===== config.mk =====
export PLATFORM = sky130hd
export DESIGN_NAME = multicycle_control_flat
export DESIGN_NICKNAME = d
export VERILOG_FILES = /design/src/rtl/riscv_ctrl_pkg.sv /design/src/rtl/multicycle_control_if.sv /design/src/rtl/mem_wait_timer.sv /design/src/rtl/multicycle_control.sv /design/src/flat_wrapper.sv
export SDC_FILE = /design/constraint.sdc
export NUM_CORES = 1
export LEC_CHECK = 0
export CAP_MARGIN = 10
export CORE_UTILIZATION = 50
export CTS_CLUSTER_DIAMETER = 40
export CTS_CLUSTER_SIZE = 40
export DETAILED_ROUTE_END_ITERATION = 8
export PLACE_DENSITY = 0.78
export SLEW_MARGIN = 20
export SYNTH_ARGS = -nofsm -noshare
export SYNTH_HDL_FRONTEND = slang
export SYNTH_HIERARCHICAL = 1
export SYNTH_SLANG_ARGS = --single-unit

===== constraint.sdc =====
create_clock -name clk -period 6.95 [get_ports clk]
set_input_delay 1.39 -clock clk [delete_from_list [all_inputs] [get_ports clk]]
set_output_delay 1.39 -clock clk [all_outputs]
set_load 0.03 [all_outputs]

===== src/rtl/riscv_ctrl_pkg.sv =====
// Shared encodings for the multi-cycle RISC-V controller: opcodes, FSM states, ALU/mux codes, trap causes.
// Also holds the per-state Moore control table so the FSM only decides transitions.
package riscv_ctrl_pkg;

   localparam logic [6:0] OP_R      = 7'b0110011;
   localparam logic [6:0] OP_IALU   = 7'b0010011;
   localparam logic [6:0] OP_LOAD   = 7'b0000011;
   localparam logic [6:0] OP_STORE  = 7'b0100011;
   localparam logic [6:0] OP_BRANCH = 7'b1100011;

   typedef enum logic [2:0] {
      S_IDLE   = 3'd0,
      S_FETCH  = 3'd1,
      S_DECODE = 3'd2,
      S_EXEC   = 3'd3,
      S_MEM    = 3'd4,
      S_WB     = 3'd5,
      S_TRAP   = 3'd7
   } state_t;

   localparam logic [1:0] ALU_ADD   = 2'b00;
   localparam logic [1:0] ALU_SUB   = 2'b01;
   localparam logic [1:0] ALU_FUNCT = 2'b10;

   localparam logic [1:0] SRCB_RS2  = 2'b00;
   localparam logic [1:0] SRCB_FOUR = 2'b01;
   localparam logic [1:0] SRCB_IMM  = 2'b10;

   localparam logic [1:0] CAUSE_NONE    = 2'b00;
   localparam logic [1:0] CAUSE_ILLEGAL = 2'b01;
   localparam logic [1:0] CAUSE_MEM_TMO = 2'b10;

   typedef struct packed {
      logic       pcWriteCond;
      logic       memRead;
      logic       memWrite;
      logic       iOrD;
      logic       aluSrcA;
      logic [1:0] aluSrcB;
      logic [1:0] aluOp;
      logic       memToReg;
      logic       regWrite;
   } ctrl_t;

   function automatic logic isLegal(input logic [6:0] op);
      return (op == OP_R) || (op == OP_IALU) || (op == OP_LOAD) ||
             (op == OP_STORE) || (op == OP_BRANCH);
   endfunction

   // Controls to present while sitting in state s for an instruction of class op.
   function automatic ctrl_t ctrlFor(input state_t s, input logic [6:0] op);
      ctrl_t c;
      c = '0;
      case (s)
         S_FETCH: begin
            c.memRead = 1'b1;
            c.aluSrcB = SRCB_FOUR;
            c.aluOp   = ALU_ADD;
         end
         S_EXEC: begin
            c.aluSrcA = 1'b1;
            case (op)
               OP_R:      begin c.aluSrcB = SRCB_RS2; c.aluOp = ALU_FUNCT; end
               OP_IALU:   begin c.aluSrcB = SRCB_IMM; c.aluOp = ALU_FUNCT; end
               OP_BRANCH: begin c.aluSrcB = SRCB_RS2; c.aluOp = ALU_SUB; c.pcWriteCond = 1'b1; end
               default:   begin c.aluSrcB = SRCB_IMM; c.aluOp = ALU_ADD; end
            endcase
         end
         S_MEM: begin
            c.iOrD     = 1'b1;
            c.memRead  = (op == OP_LOAD);
            c.memWrite = (op == OP_STORE);
         end
         S_WB: begin
            c.regWrite = 1'b1;
            c.memToReg = (op == OP_LOAD);
         end
         default: c = '0;
      endcase
      return c;
   endfunction

endpackage


===== src/rtl/multicycle_control_if.sv =====
// Controller <-> IR/datapath/memory bundle; master = controller, slave = datapath side.
// Perf counter signals exist only with MULTICYCLE_CONTROL_PERF_EN defined.
interface multicycle_control_if #(
   parameter int OPCODE_W = 7
`ifdef MULTICYCLE_CONTROL_PERF_EN
   , parameter int CNT_W = 32
`endif
);
   logic                run;
   logic [OPCODE_W-1:0] opcode;
   logic                mem_ready;
   logic                pc_write;
   logic                pc_write_cond;
   logic                ir_write;
   logic                mem_read;
   logic                mem_write;
   logic                i_or_d;
   logic                alu_src_a;
   logic [1:0]          alu_src_b;
   logic [1:0]          alu_op;
   logic                mem_to_reg;
   logic                reg_write;
   logic [2:0]          state_o;
   logic                trap;
   logic [1:0]          trap_cause;
`ifdef MULTICYCLE_CONTROL_PERF_EN
   logic [CNT_W-1:0]    perf_cycles;
   logic [CNT_W-1:0]    perf_instret;
`endif

   modport master (
      input  run, opcode, mem_ready,
      output pc_write, pc_write_cond, ir_write, mem_read, mem_write, i_or_d,
             alu_src_a, alu_src_b, alu_op, mem_to_reg, reg_write,
             state_o, trap, trap_cause
`ifdef MULTICYCLE_CONTROL_PERF_EN
      , output perf_cycles, perf_instret
`endif
   );

   modport slave (
      output run, opcode, mem_ready,
      input  pc_write, pc_write_cond, ir_write, mem_read, mem_write, i_or_d,
             alu_src_a, alu_src_b, alu_op, mem_to_reg, reg_write,
             state_o, trap, trap_cause
`ifdef MULTICYCLE_CONTROL_PERF_EN
      , input perf_cycles, perf_instret
`endif
   );
endinterface


===== src/rtl/mem_wait_timer.sv =====
// Memory-wait watchdog: counts waiting cycles, flags the MEM_TIMEOUT-th consecutive one.
// Latency: expired is combinational on the waiting cycle; clr has priority over en.
module mem_wait_timer #(
   parameter int TMO_W       = 4,
   parameter int MEM_TIMEOUT = 12
)(
   input  logic clk,
   input  logic rst,
   input  logic clr,
   input  logic en,
   output logic expired
);
   localparam logic [TMO_W-1:0] LAST = TMO_W'(MEM_TIMEOUT - 1);

   logic [TMO_W-1:0] count;

   always_ff @(posedge clk or posedge rst) begin
      if (rst) begin
         count <= '0;
      end else if (clr) begin
         count <= '0;
      end else if (en) begin
         count <= count + TMO_W'(1);
      end
   end

   assign expired = en && (count == LAST);
endmodule


===== src/rtl/multicycle_control.sv =====
// Multi-cycle FETCH/DECODE/EXEC/MEM/WB controller with Moore datapath controls and sticky traps.
// Latency R/I 4, load 5, store 4, branch 3 cycles; stalls on mem_ready. Option: MULTICYCLE_CONTROL_PERF_EN.
module multicycle_control
   import riscv_ctrl_pkg::*;
#(
   parameter int OPCODE_W    = 7,
   parameter int TMO_W       = 4,
   parameter int MEM_TIMEOUT = 12
`ifdef MULTICYCLE_CONTROL_PERF_EN
   , parameter int CNT_W     = 32
`endif
)(
   input  logic                 clk,
   input  logic                 rst,
   multicycle_control_if.master bus
);
   state_t              state;
   ctrl_t               ctrl;
   logic [OPCODE_W-1:0] opQ;
   logic                trapQ;
   logic [1:0]          trapCause;
   logic                waiting;
   logic                tmoClr;
   logic                tmoEn;
   logic                tmoExpired;

   assign waiting = (state == S_FETCH) || (state == S_MEM);
   assign tmoEn   = waiting && !bus.mem_ready;
   assign tmoClr  = !waiting || bus.mem_ready;

   mem_wait_timer #(
      .TMO_W       (TMO_W),
      .MEM_TIMEOUT (MEM_TIMEOUT)
   ) uTimer (
      .clk     (clk),
      .rst     (rst),
      .clr     (tmoClr),
      .en      (tmoEn),
      .expired (tmoExpired)
   );

   // Controls are loaded together with the next state so they are registered Moore outputs.
   always_ff @(posedge clk or posedge rst) begin
      if (rst) begin
         state     <= S_IDLE;
         ctrl      <= '0;
         opQ       <= '0;
         trapQ     <= 1'b0;
         trapCause <= CAUSE_NONE;
      end else begin
         case (state)
            S_IDLE: begin
               if (bus.run) begin
                  state <= S_FETCH;
                  ctrl  <= ctrlFor(S_FETCH, opQ);
               end
            end
            S_FETCH: begin
               if (bus.mem_ready) begin
                  state <= S_DECODE;
                  ctrl  <= '0;
               end else if (tmoExpired) begin
                  state     <= S_TRAP;
                  ctrl      <= '0;
                  trapQ     <= 1'b1;
                  trapCause <= CAUSE_MEM_TMO;
               end
            end
            S_DECODE: begin
               opQ <= bus.opcode;
               if (isLegal(bus.opcode)) begin
                  state <= S_EXEC;
                  ctrl  <= ctrlFor(S_EXEC, bus.opcode);
               end else begin
                  state     <= S_TRAP;
                  ctrl      <= '0;
                  trapQ     <= 1'b1;
                  trapCause <= CAUSE_ILLEGAL;
               end
            end
            S_EXEC: begin
               if (opQ == OP_BRANCH) begin
                  state <= S_FETCH;
                  ctrl  <= ctrlFor(S_FETCH, opQ);
               end else if ((opQ == OP_LOAD) || (opQ == OP_STORE)) begin
                  state <= S_MEM;
                  ctrl  <= ctrlFor(S_MEM, opQ);
               end else begin
                  state <= S_WB;
                  ctrl  <= ctrlFor(S_WB, opQ);
               end
            end
            S_MEM: begin
               if (bus.mem_ready) begin
                  if (opQ == OP_LOAD) begin
                     state <= S_WB;
                     ctrl  <= ctrlFor(S_WB, opQ);
                  end else begin
                     state <= S_FETCH;
                     ctrl  <= ctrlFor(S_FETCH, opQ);
                  end
               end else if (tmoExpired) begin
                  state     <= S_TRAP;
                  ctrl      <= '0;
                  trapQ     <= 1'b1;
                  trapCause <= CAUSE_MEM_TMO;
               end
            end
            S_WB: begin
               state <= S_FETCH;
               ctrl  <= ctrlFor(S_FETCH, opQ);
            end
            S_TRAP: begin
               ctrl <= '0;
            end
            default: begin
               state <= S_IDLE;
               ctrl  <= '0;
            end
         endcase
      end
   end

   // IR load and PC+4 fire in the cycle the fetch completes, so they follow mem_ready directly.
   assign bus.ir_write      = (state == S_FETCH) && bus.mem_ready;
   assign bus.pc_write      = (state == S_FETCH) && bus.mem_ready;
   assign bus.pc_write_cond = ctrl.pcWriteCond;
   assign bus.mem_read      = ctrl.memRead;
   assign bus.mem_write     = ctrl.memWrite;
   assign bus.i_or_d        = ctrl.iOrD;
   assign bus.alu_src_a     = ctrl.aluSrcA;
   assign bus.alu_src_b     = ctrl.aluSrcB;
   assign bus.alu_op        = ctrl.aluOp;
   assign bus.mem_to_reg    = ctrl.memToReg;
   assign bus.reg_write     = ctrl.regWrite;
   assign bus.state_o       = state;
   assign bus.trap          = trapQ;
   assign bus.trap_cause    = trapCause;

`ifdef MULTICYCLE_CONTROL_PERF_EN
   logic             retire;
   logic [CNT_W-1:0] perfCycles;
   logic [CNT_W-1:0] perfInstret;

   assign retire = (state == S_WB) ||
                   ((state == S_MEM) && bus.mem_ready && (opQ == OP_STORE)) ||
                   ((state == S_EXEC) && (opQ == OP_BRANCH));

   always_ff @(posedge clk or posedge rst) begin
      if (rst) begin
         perfCycles  <= '0;
         perfInstret <= '0;
      end else begin
         if ((state != S_IDLE) && (state != S_TRAP)) begin
            perfCycles <= perfCycles + CNT_W'(1);
         end
         if (retire) begin
            perfInstret <= perfInstret + CNT_W'(1);
         end
      end
   end

   assign bus.perf_cycles  = perfCycles;
   assign bus.perf_instret = perfInstret;
`endif
endmodule


===== src/flat_wrapper.sv =====
// flat-port wrapper written by rule: the top's interface ports become plain ports
module multicycle_control_flat import riscv_ctrl_pkg::*;
#(
   parameter int OPCODE_W    = 7,
   parameter int TMO_W       = 4,
   parameter int MEM_TIMEOUT = 12

)
  (clk, rst, bus_run, bus_opcode, bus_mem_ready, bus_pc_write, bus_pc_write_cond, bus_ir_write, bus_mem_read, bus_mem_write, bus_i_or_d, bus_alu_src_a, bus_alu_src_b, bus_alu_op, bus_mem_to_reg, bus_reg_write, bus_state_o, bus_trap, bus_trap_cause);
  multicycle_control_if #(.OPCODE_W(OPCODE_W)) bus_i ();
  input  logic clk;
  input  logic rst;
  input wire logic [$bits(bus_i.run)-1:0] bus_run;
  input wire logic [$bits(bus_i.opcode)-1:0] bus_opcode;
  input wire logic [$bits(bus_i.mem_ready)-1:0] bus_mem_ready;
  output wire logic [$bits(bus_i.pc_write)-1:0] bus_pc_write;
  output wire logic [$bits(bus_i.pc_write_cond)-1:0] bus_pc_write_cond;
  output wire logic [$bits(bus_i.ir_write)-1:0] bus_ir_write;
  output wire logic [$bits(bus_i.mem_read)-1:0] bus_mem_read;
  output wire logic [$bits(bus_i.mem_write)-1:0] bus_mem_write;
  output wire logic [$bits(bus_i.i_or_d)-1:0] bus_i_or_d;
  output wire logic [$bits(bus_i.alu_src_a)-1:0] bus_alu_src_a;
  output wire logic [$bits(bus_i.alu_src_b)-1:0] bus_alu_src_b;
  output wire logic [$bits(bus_i.alu_op)-1:0] bus_alu_op;
  output wire logic [$bits(bus_i.mem_to_reg)-1:0] bus_mem_to_reg;
  output wire logic [$bits(bus_i.reg_write)-1:0] bus_reg_write;
  output wire logic [$bits(bus_i.state_o)-1:0] bus_state_o;
  output wire logic [$bits(bus_i.trap)-1:0] bus_trap;
  output wire logic [$bits(bus_i.trap_cause)-1:0] bus_trap_cause;
  assign bus_i.run = bus_run;
  assign bus_i.opcode = bus_opcode;
  assign bus_i.mem_ready = bus_mem_ready;
  assign bus_pc_write = bus_i.pc_write;
  assign bus_pc_write_cond = bus_i.pc_write_cond;
  assign bus_ir_write = bus_i.ir_write;
  assign bus_mem_read = bus_i.mem_read;
  assign bus_mem_write = bus_i.mem_write;
  assign bus_i_or_d = bus_i.i_or_d;
  assign bus_alu_src_a = bus_i.alu_src_a;
  assign bus_alu_src_b = bus_i.alu_src_b;
  assign bus_alu_op = bus_i.alu_op;
  assign bus_mem_to_reg = bus_i.mem_to_reg;
  assign bus_reg_write = bus_i.reg_write;
  assign bus_state_o = bus_i.state_o;
  assign bus_trap = bus_i.trap;
  assign bus_trap_cause = bus_i.trap_cause;
  multicycle_control #(.OPCODE_W(OPCODE_W), .TMO_W(TMO_W), .MEM_TIMEOUT(MEM_TIMEOUT)) u_core (.clk(clk), .rst(rst), .bus(bus_i));
endmodule

==> results.md <==
- Count of unique library cells instantiated by Yosys: 48
- Complex-gate fraction of the synthesized area: 19.95%
- Clock tree from TritonCTS: built
- Final TNS setup: 0 ns
- Post-route setup slack: 2.549 ns
- Number of nets in the finished design: 181
- Synth-to-Final Area Change: 21.44%
- Class of the tightest hold or removal check: flop to flop
- Global routing met2 resource utilization: 34.29%
- Met3 Usage GRT: 4.989%
- DIE AREA: 3247 um2
- Post-layout instance count excluding filler cells: 199
- Slew HR: 38.20%
- Critical R2R Launch: u_core/bus.state_o[0]
- Mean routed wirelength per cell: 14.41 um
- CTS Buf Count: 3
- Slew at the pin with the worst max-slew slack: 0.9260 ns
- Count of final max-slew check failures: 0
- Synthesized instance count: 143
- Most numerous cell in the Yosys netlist: sky130_fd_sc_hd__dfrtp_1
- Detailed Place HPWL: 2.096 mm
- Depth of the worst register-to-register path: 8
- Post-synthesis net count: 155
- Reg2Reg Capture Point: u_core/bus.alu_op[1]
- Launch point of the worst hold path: u_core/bus.pc_write_cond
- Top reg by flops: u_core/opQ
- Number of levels the H-tree was split into: 1
- Yosys top cell by area: sky130_fd_sc_hd__dfrtp_1
- Main flop type after synthesis: sky130_fd_sc_hd__dfrtp_1
- Power Total: 649.5 uW
- Total via count after detailed routing: 1187
- Final-report hold violation count: 0
- Worst-case vdd ir drop: 0.0002395 V
- Number of instances resized during post-cts repair: 0
- Kind of critical path: input port to output port
- Effective utilization at floorplan: 53.88%
- Startpoint Class: input port
- Cell Rows: 19
- DRC violation count after routing: 7
- Number of synthesized flops with an enable pin: 0
- Register-to-Register Setup Slack: 3.75 ns
- Async set or reset register ratio after synthesis: 100.0%
- Synth Register Bits: 28
- FMAX: 0.2272 GHz
- Filler Cells Inserted: 239
- First-iteration detailed-routing DRC count: 37
- Most frequent cells after synthesis: 28 x sky130_fd_sc_hd__dfrtp_1, 14 x sky130_fd_sc_hd__nor2_1, 9 x sky130_fd_sc_hd__inv_1, 8 x sky130_fd_sc_hd__nand2_1
- Pin count of the biggest net entering global routing: 25
- Final std cell area, no fill: 1836 um2
- Busiest metal layer after global routing: met2
- Antenna-violating nets left: 0
- Global-route wire length before repair: 4.885 mm
- Min-Delay Endpoint: u_core/bus.pc_write_cond
- Global-route usage over all layers: 19.21%
- Number of antenna violations at the first check in global routing: 0
- Worst Hold Slack: 0.5003 ns
- Grt ovf: 0
- Met1 capacity usage during global routing: 23.88%
- Final setup viols: 0
- Post-CTS Setup Repair Bufs: 0
- Floorplan core area: 2805 um2
- Count of maximum capacitance violations: 0
- Number of iterations in the first detailed-routing pass: 6
- Min Tclk post-route: 4.401 ns
- Arrival time of data at the critical path endpoint: 3.01 ns
- TritonCTS Sinks: 28
- Clock-pin slew on the worst setup and hold paths: 0.14 ns
- # port buffers: 29
- IO Pins: 30
- Max Fanout on Critical Path: 7
- Adder-cell share of the synthesized area: 0.8278%
- CTS Buffer Depth: 2
- Sort of element at the end of the critical path: output port
- Parity-gate share of the synthesized area counting xor and xnor cells: 0.5795%
- Avg Inst Size Synth: 10.57 um2
- Proportion of netlist area held by the largest area contributor: 46.36%
- Antenna cell count: 0
- Hold Path Cell Cnt: 1
- Routed Wire Length: 2.868 mm
- Final Util: 65.43%
- Crit share post-route: 63.33%
- Failing checks: DRC
- Cell area after technology mapping: 1511 um2
- Worst-skew pair later-pin latency: 0.33 ns
- Post-detailed-route via-to-cell ratio: 5.965
- Status: finished with violations
- Unrepaired setup endpoints after global routing: false
- Required time of the critical path: 5.56 ns
- Die extent in x: 56.98 um
- Area share of and/or/nand/nor cells after synthesis: 20.12%
- Number of cells in the design after placement: 195
- Cell at the root of the clock tree: sky130_fd_sc_hd__clkbuf_4
- Setup slack after placement: 2.567 ns
- Flip-flop count of the largest register after layout: 7
- Biggest area contributors in the synthesized netlist: sky130_fd_sc_hd__dfrtp_1 46%, sky130_fd_sc_hd__mux2_2 4.5%, sky130_fd_sc_hd__nor2_1 3.5%
- PwrDens: 353.9 nW/um2
- Mux cell area share after synthesis: 6.126%
- Number of global-route vias before repair: 1131
- Chip height: 56.98 um
- Count of yosys warnings during synthesis: 6
- Global placement routability congestion: 0.8319
- Static leakage: 0.8494 nW
- Placed cell areas: 1783 um2
- Layout cells sized above 1: 10.71%
- Main combinational cell family by area after synthesis: simple AND/OR/NAND/NOR gates
- # hold bufs at CTS: 0
- Share of synthesized area occupied by flip-flops and latches: 46.36%
- Worst setup skew after layout: 0.01006 ns
[per-layer routing]
| metal | routed length (um) | vias to the layer above |
|---|---|---|
| met5 | 0 | - |
| met1 | 1271 | 586 |
| li1 | - | 571 |
| met2 | 1448 | 28 |
| met4 | 13 | 0 |
| met3 | 134 | 2 |
[area by class of cell]
class / instances / area (um2) / area share (%)
Timing Repair Buffer: 29 / 290.3 / 15.81
Clock inverter: 1 / 30.03 / 1.636
Sequential cell: 28 / 700.7 / 38.17
Clock buffer: 3 / 22.52 / 1.227
Multi-Input combinational cell: 98 / 719.4 / 39.20
Tap cell: 31 / 38.79 / 2.113
Inverter: 9 / 33.78 / 1.840
[cells by family (layout without fill, tap and decap cells)]
| logic type | Yosys count | count (layout) |
|---|---|---|
| buffers and inverters | 17 | 42 |
| adders and majority gates | 1 | 1 |
| and+or+nand+nor | 48 | 48 |
| xor gates and xnor gates | 1 | 1 |
| DFF | 28 | 28 |
| muxes | 8 | 8 |
| AOI/OAI and AO/OA | 40 | 40 |
[worst max-delay path: stages]
cell	delay, ns
sky130_fd_sc_hd__clkdlybuf4s50_1	0.59
sky130_fd_sc_hd__inv_1	0.09
sky130_fd_sc_hd__nor3_1	0.23
sky130_fd_sc_hd__clkdlybuf4s50_1	0.71
[placed cells by master, fill, tap and decap left out, drive strengths merged, types with 6 or more instances in the layout]
cell type | synthesis | final
clkdlybuf4s50 | 0 | 29
dfrtp | 28 | 28
nor2 | 15 | 15
inv | 9 | 9
nand2 | 9 | 9
mux2 | 7 | 7
a21oi | 6 | 6
o21ai | 6 | 6
[power breakdown]
| group | total, mW | internal [mW] | switching, mW |
|---|---|---|---|
| logic | 0.274 | 0.130 | 0.144 |
| registers | 0.268 | 0.202 | 0.0665 |
| clock network | 0.107 | 0.0583 | 0.0489 |
[how the worst max path moves through the flow]
| stage | cells past startpoint | slack, ns | to | from |
|---|---|---|---|---|
| 4_1_cts | 4 | 2.56 | bus_pc_write | bus_mem_ready |
| 2_1_floorplan | 3 | 3.10 | bus_pc_write | bus_mem_ready |
| 3_5_place_dp | 4 | 2.57 | bus_pc_write | bus_mem_ready |
| 3_3_place_gp | 4 | 2.62 | bus_pc_write | bus_mem_ready |
| 6_report | 4 | 2.55 | bus_pc_write | bus_mem_ready |
| 5_1_grt | 4 | 2.41 | bus_pc_write | bus_mem_ready |
No activity file was read; power rests on OpenSTA's default activity.
